File: src/rtl/mem_arbiter_pkg.sv
// mem_arbiter_pkg
//   Shared definitions for the two-port main-memory arbiter: FSM state
//   encodings, memory bank count and address/data widths.
//   Optional feature macro used by mem_arbiter: MEM_ARB_PERF_CNT_EN.
package mem_arbiter_pkg;

  localparam int NUM_BANKS = 4;
  localparam int ADDR_W    = 16;
  localparam int DATA_W    = 16;

  typedef enum logic [1:0] {
    ARB_IDLE  = 2'b00,
    ARB_OWN0  = 2'b01,
    ARB_OWN1  = 2'b10,
    ARB_DRAIN = 2'b11
  } arb_state_e;

endpackage

File: src/rtl/arb_drain_cnt.sv
// arb_drain_cnt
//   Loadable down-counter with a zero flag. Times the minimum quiet period
//   after an owner releases the memory.
// Ports:
//   clk, rst_n  clock, asynchronous active-low reset
//   load        load load_val (has priority over dec)
//   load_val    value to load
//   dec         decrement by one; holds at zero
//   zero        counter is zero
module arb_drain_cnt
  import mem_arbiter_pkg::*;
#(
  parameter int W = 2
) (
  input  logic         clk,
  input  logic         rst_n,
  input  logic         load,
  input  logic [W-1:0] load_val,
  input  logic         dec,
  output logic         zero
);

  logic [W-1:0] cnt;

  always_ff @(posedge clk or negedge rst_n) begin
    if (!rst_n) begin
      cnt <= '0;
    end else if (load) begin
      cnt <= load_val;
    end else if (dec && (cnt != '0)) begin
      cnt <= cnt - 1'b1;
    end
  end

  assign zero = (cnt == '0);

endmodule

File: src/rtl/mem_arbiter.sv
// mem_arbiter
//   Shares the four-bank main memory between the instruction cache (port 0)
//   and data cache (port 1). A port holds req for a whole burst; only the
//   owner's commands reach memory. Ownership only changes after the memory
//   has been quiet for DRAIN_CYC cycles and all banks are idle, so bank
//   reads always return to the requester that issued them.
//   Optional: MEM_ARB_PERF_CNT_EN builds saturating grant/wait counters;
//   without it cnt_grant/cnt_wait are tied to 0.
// Ports:
//   clk, rst                 clock, asynchronous active-low reset
//   req/addr/wdata/wr/rd n   requester n burst lock and command
//   gnt n, stall n, err n    requester n ownership, hold and error
//   rdata                    memory read data to both ports
//   m_*                      memory command / status
//   cnt_grant, cnt_wait      performance counters
//   dbg_state                current arbiter FSM state
//
// Handshake: a requester keeps its command stable while its stall is high;
// a command is accepted by the memory in any cycle where the port owns the
// memory (gnt=1) and stall is low.
module mem_arbiter
  import mem_arbiter_pkg::*;
#(
  parameter int DRAIN_CYC = 4,
  parameter int CNT_W     = 16
) (
  input  logic                 clk,
  input  logic                 rst,
  input  logic                 req0,
  input  logic                 req1,
  input  logic [ADDR_W-1:0]    addr0,
  input  logic [ADDR_W-1:0]    addr1,
  input  logic [DATA_W-1:0]    wdata0,
  input  logic [DATA_W-1:0]    wdata1,
  input  logic                 wr0,
  input  logic                 wr1,
  input  logic                 rd0,
  input  logic                 rd1,
  output logic                 gnt0,
  output logic                 gnt1,
  output logic                 stall0,
  output logic                 stall1,
  output logic [DATA_W-1:0]    rdata,
  output logic                 err0,
  output logic                 err1,
  output logic [ADDR_W-1:0]    m_addr,
  output logic [DATA_W-1:0]    m_data_in,
  output logic                 m_wr,
  output logic                 m_rd,
  input  logic [DATA_W-1:0]    m_data_out,
  input  logic [NUM_BANKS-1:0] m_busy,
  input  logic                 m_stall,
  input  logic                 m_err,
  output logic [CNT_W-1:0]     cnt_grant,
  output logic [CNT_W-1:0]     cnt_wait,
  output logic [1:0]           dbg_state
);

  localparam int DRAIN_W = (DRAIN_CYC > 1) ? $clog2(DRAIN_CYC) : 1;

  arb_state_e state, next_state;
  logic       last_owner;
  logic       drain_load;
  logic       drain_zero;

  arb_drain_cnt #(.W(DRAIN_W)) u_drain_cnt (
    .clk      (clk),
    .rst_n    (rst),
    .load     (drain_load),
    .load_val (DRAIN_W'(DRAIN_CYC - 1)),
    .dec      (state == ARB_DRAIN),
    .zero     (drain_zero)
  );

  always_ff @(posedge clk or negedge rst) begin
    if (!rst) begin
      state      <= ARB_IDLE;
      last_owner <= 1'b1;
    end else begin
      state <= next_state;
      if ((state == ARB_OWN0) && !req0) last_owner <= 1'b0;
      if ((state == ARB_OWN1) && !req1) last_owner <= 1'b1;
    end
  end

  always_comb begin
    next_state = state;
    drain_load = 1'b0;
    case (state)
      ARB_IDLE: begin
        // On a tie the port that did not own last goes first.
        if (req0 && req1)  next_state = last_owner ? ARB_OWN0 : ARB_OWN1;
        else if (req0)     next_state = ARB_OWN0;
        else if (req1)     next_state = ARB_OWN1;
      end
      ARB_OWN0: begin
        if (!req0) begin
          next_state = ARB_DRAIN;
          drain_load = 1'b1;
        end
      end
      ARB_OWN1: begin
        if (!req1) begin
          next_state = ARB_DRAIN;
          drain_load = 1'b1;
        end
      end
      ARB_DRAIN: begin
        if (drain_zero && (m_busy == '0)) next_state = ARB_IDLE;
      end
      default: next_state = ARB_IDLE;
    endcase
  end

  // Output mux. Stall is gated with rst so both stalls read 0 during reset
  // even though a requester may be holding req.
  always_comb begin
    m_addr    = '0;
    m_data_in = '0;
    m_wr      = 1'b0;
    m_rd      = 1'b0;
    stall0    = req0 & rst;
    stall1    = req1 & rst;
    err0      = 1'b0;
    err1      = 1'b0;
    case (state)
      ARB_OWN0: begin
        m_addr    = addr0;
        m_data_in = wdata0;
        m_wr      = wr0;
        m_rd      = rd0;
        stall0    = m_stall;
        err0      = m_err;
      end
      ARB_OWN1: begin
        m_addr    = addr1;
        m_data_in = wdata1;
        m_wr      = wr1;
        m_rd      = rd1;
        stall1    = m_stall;
        err1      = m_err;
      end
      ARB_DRAIN: begin
        // A late error from the released burst belongs to its issuer.
        if (last_owner) err1 = m_err;
        else            err0 = m_err;
      end
      default: ;
    endcase
  end

  assign gnt0      = (state == ARB_OWN0);
  assign gnt1      = (state == ARB_OWN1);
  assign rdata     = m_data_out;
  assign dbg_state = state;

`ifdef MEM_ARB_PERF_CNT_EN
  logic grant_evt;
  logic wait_evt;

  assign grant_evt = (state == ARB_IDLE) && (next_state != ARB_IDLE);
  assign wait_evt  = (req0 & stall0 & ~gnt0) | (req1 & stall1 & ~gnt1);

  always_ff @(posedge clk or negedge rst) begin
    if (!rst) begin
      cnt_grant <= '0;
      cnt_wait  <= '0;
    end else begin
      if (grant_evt && !(&cnt_grant)) cnt_grant <= cnt_grant + 1'b1;
      if (wait_evt && !(&cnt_wait))   cnt_wait  <= cnt_wait + 1'b1;
    end
  end
`else
  assign cnt_grant = '0;
  assign cnt_wait  = '0;
`endif

endmodule

File: config.mk
export PLATFORM = sky130hd
export DESIGN_NAME = mem_arbiter
export DESIGN_NICKNAME = d
export VERILOG_FILES = /design/src/rtl/mem_arbiter_pkg.sv /design/src/rtl/arb_drain_cnt.sv /design/src/rtl/mem_arbiter.sv
export SDC_FILE = /design/constraint.sdc
export NUM_CORES = 1
export LEC_CHECK = 0
export ABC_AREA = 1
export CAP_MARGIN = 20
export CORE_ASPECT_RATIO = 0.75
export CORE_MARGIN = 2
export CORE_UTILIZATION = 24
export CTS_CLUSTER_SIZE = 14
export DETAILED_ROUTE_END_ITERATION = 10
export PLACE_DENSITY = 0.92
export SLEW_MARGIN = 20
export SYNTH_ARGS = -nofsm -noshare
export SYNTH_HDL_FRONTEND = slang
export SYNTH_SLANG_ARGS = --single-unit
File: constraint.sdc
create_clock -name clk -period 1.8 [get_ports clk]
set_input_delay 0.36 -clock clk [delete_from_list [all_inputs] [get_ports clk]]
set_output_delay 0.36 -clock clk [all_outputs]
set_load 0.02 [all_outputs]
==> results.yml <==
status:
  status: "finished with violations"
  violations: "setup timing"
timing:
  hold_viol: 0
  finalSetupViolCount: 38
  fin_setup_tns_ns: -3.314
  rsz0062_at_grt: "yes"
  skew_ns: 0.0004095
  slew_violations: 0
  hold-worst-slack_ns: 0.5008
  clock.fmax_ghz: 0.5135
  worst_slack_ns: -0.1472
  post-route-period-util: 1.082
  fin_crit_ns: 1.947
drt:
  drcViolationCount: 0
  initialDrtViolationCount: 16
  drtPass1Iterations: 6
  ant_nets: 0
  avgViaCountPerCell: 4.256
  wl_per_cell_microns: 13.78
  vias: 1813
  drt-total-wl_mm: 5.870
die:
  dieWidth_microns: 88.66
  initial_core_util: 0.2450
  rows: 23
  die_y_microns: 67.49
  die_area_sq_um: 5983
  io_pins: 184
  core_area_sq_um: 5266
synth:
  yosys_warnings: 0
  syn_avg_cell_area_sq_um: 5.708
  synth-simple-area-share: 0.3104
  netlist_top_cells_count: "nand2_1, buf_4, a21oi_1, inv_1, nand3_1"
  netlist_area_sq_um: 1290
  synthAdderAreaFrac: 0.05820
  synth_flop_cell: "dfrtp_1"
  synth_compound_area_frac: 0.1639
  synth_most_common_cell: "nand2_1"
  synthMuxAreaShare: 0
  yosysSeqAreaShare: 0.09796
  synth_top_area_share: 0.2968
  synth_top_area_cell: "buf_4"
  synth_top_family_by_area: "buffers and inverters"
  synth_cell_types: 18
  synth_edf_count: 0
  async_flop_share: 1.000
  synth_area_leaders: "buf_4, nand2_1, a21oi_1"
  ys_ff_latch: 5
  synthCells: 226
  synth-xor-area-share: 0
final_layout:
  nets: 452
  final_cell_area_sq_um: 3461
  diodes: 0
  multiInputGateArea_sq_um: 1460
  fillers: 422
  syn_to_final_growth_pct: 168.3
  drive_above_1_share: 0.4843
  finalNonFillerCells: 426
  seq_area_sq_um: 128.9
global_route:
  grt_max_degree: 20
  grt_overflow_total: 0
  grt.total_usage: 0.1517
  grt_pass1_wl_mm: 7.196
  antenna_found_initial: 0
  grt_pass1_vias: 1655
critical_path:
  critical_path_class: "register to primary output"
  arrival_ns: 1.59
  startpoint_type: "register"
  cpMaxStageDelayCell: "dfrtp_2"
  path_cells: "inv_2 > buf_6 > ha_4 > clkbuf_16 > nand2_2 > a21oi_4 > buf_6"
  cp_slowest_stage_delay_ns: 0.39
  rrSetupSlack_ns: 0.21
  cp_max_fo: 8
  cpMostUsedCell: "buf_6"
  cp.required_ns: 1.44
  cp-end-kind: "primary output"
power:
  ir_worst_vdd_mv: 0.8366
  swShare: 0.4992
  intPower_w: 0.002977
  powerDensity_nw_per_um2: 1718
  p_leak_nw: 1.475
  seq_power_share: 0.035
  clockPowerShare: 0.035
  combPwrFrac: 0.930
  switching_power_w: 0.002968
clock_network:
  cts_made_buffers: 3
  clock_sinks: 5
  cts_root_buf: "clkbuf_8"
  clockBufferDepth: 2
  ctsHtreeMaxLevel: 1
  cts_tree: "built"
  clk_pin_slew_worst_paths_ns: 0.03
  clkLatencyLatePin_ns: 0.22
placed_design:
  post-place-ws_ns: -0.3800
  placed_cells: 410
  hpwl_mm: 4.283
  portBuffers: 119
  post_dp_cell_area_sq_um: 2851
  gp_congestion: 0.7647
run:
  cap_violations: 0
worst_hold_path:
  hp-class: "register to register"
## worst paths after layout
kind / start / to / cells after the start
setup / recovery: dbg_state[1] / m_data_in[10] / 7
hold / removal: u_drain_cnt.cnt[0] / u_drain_cnt.cnt[0] / 2
setup reg to reg: dbg_state[0] / u_drain_cnt.cnt[0] / 9
hold reg to reg: u_drain_cnt.cnt[0] / u_drain_cnt.cnt[0] / 2
max in group asynchronous: rst / last_owner / 2
min in group asynchronous: rst / u_drain_cnt.cnt[0] / 2
## worst max-delay path, delay by kind of cell, from the launching register on
family / cells / cell delay, ns
buffers and inverters: 4 / 0.50
DFF: 1 / 0.39
adders and majority gates: 1 / 0.23
AOI/OAI and AO/OA: 1 / 0.16
and+or+nand+nor: 1 / 0.08
## layout make-up
class                      count  area share
clock buffer                   4     0.01302
inverter                      11     0.01699
multi-input combinational    182      0.4219
sequential                     5     0.03724
tap                           75     0.02711
timing repair buffer         149      0.4837
## state kept, by name, summed over array words and instances, names as in the netlist
name and flops:
dbg_state 2, last_owner 1, u_drain_cnt.cnt 2
## logic make-up (layout without fill, tap and decap cells)
family                     after synthesis  after routing
buffers and inverters                   70            164
adders and majority gates                6              6
and+or+nand+nor                        103            103
DFF                                      5              5
other                                    1             32
AOI/OAI and AO/OA                       41             41
## placed cells by master (no fill, tap or decap)
master	n
inv_8	2
a21oi_2	3
clkdlybuf4s50_1	79
clkbuf_1	1
dfrtp_1	2
or2_1	1
clkbuf_2	1
buf_16	1
o21ai_2	1
nand2_2	27
ha_4	3
nand3_1	9
inv_2	2
ha_1	3
dfstp_2	1
buf_4	13
a21oi_1	1
a21oi_4	33
nand2_1	41
o21ai_1	1
inv_4	1
buf_6	42
conb_1	32
buf_12	5
dfrtp_2	2
o22ai_1	2
nand2_4	22
buf_2	1
nor2_1	3
clkbuf_16	7
inv_1	6
clkbuf_8	3
## through the flow
step                      total power [W]  utilization
after floorplan                  0.002986            -
after global placement           0.004376       0.5415
after detailed placement         0.004461       0.5415
after CTS                        0.004811       0.5560
after global routing             0.006301       0.6572
final                            0.005945       0.6572
## power groups by stage
| stage | Sequential, W | Combinational (W) | Clock [W] |
|---|---|---|---|
| final | 0.000209 | 0.00553 | 0.000207 |
| after global routing | 0.000217 | 0.00587 | 0.000218 |
| after CTS | 0.000206 | 0.00439 | 0.000212 |
| after detailed placement | 0.000204 | 0.00426 | 0 |
| after global placement | 0.000204 | 0.00417 | 0 |
| after floorplan | 0.000254 | 0.00273 | 0 |
## timing repair
action,4_1_cts,5_1_grt
gates resized for setup,229,96
hold buffers,0,0
setup buffers,0,4
cloned,0,8
setup endpoints to repair,40,39
endpoints found under the hold margin,0,0
pin swaps,1,25
## metal layers
| layer | track usage | vias to the layer above | share of wire |
|---|---|---|---|
| met4 | 0.03409 | 0 | 0.0022 |
| li1 | - | 889 | - |
| met1 | 0.1674 | 832 | 0.38 |
| met5 | 0 | - | 0 |
| met2 | 0.2854 | 88 | 0.53 |
| met3 | 0.04645 | 4 | 0.086 |
Power figures use the tool's default switching activity.
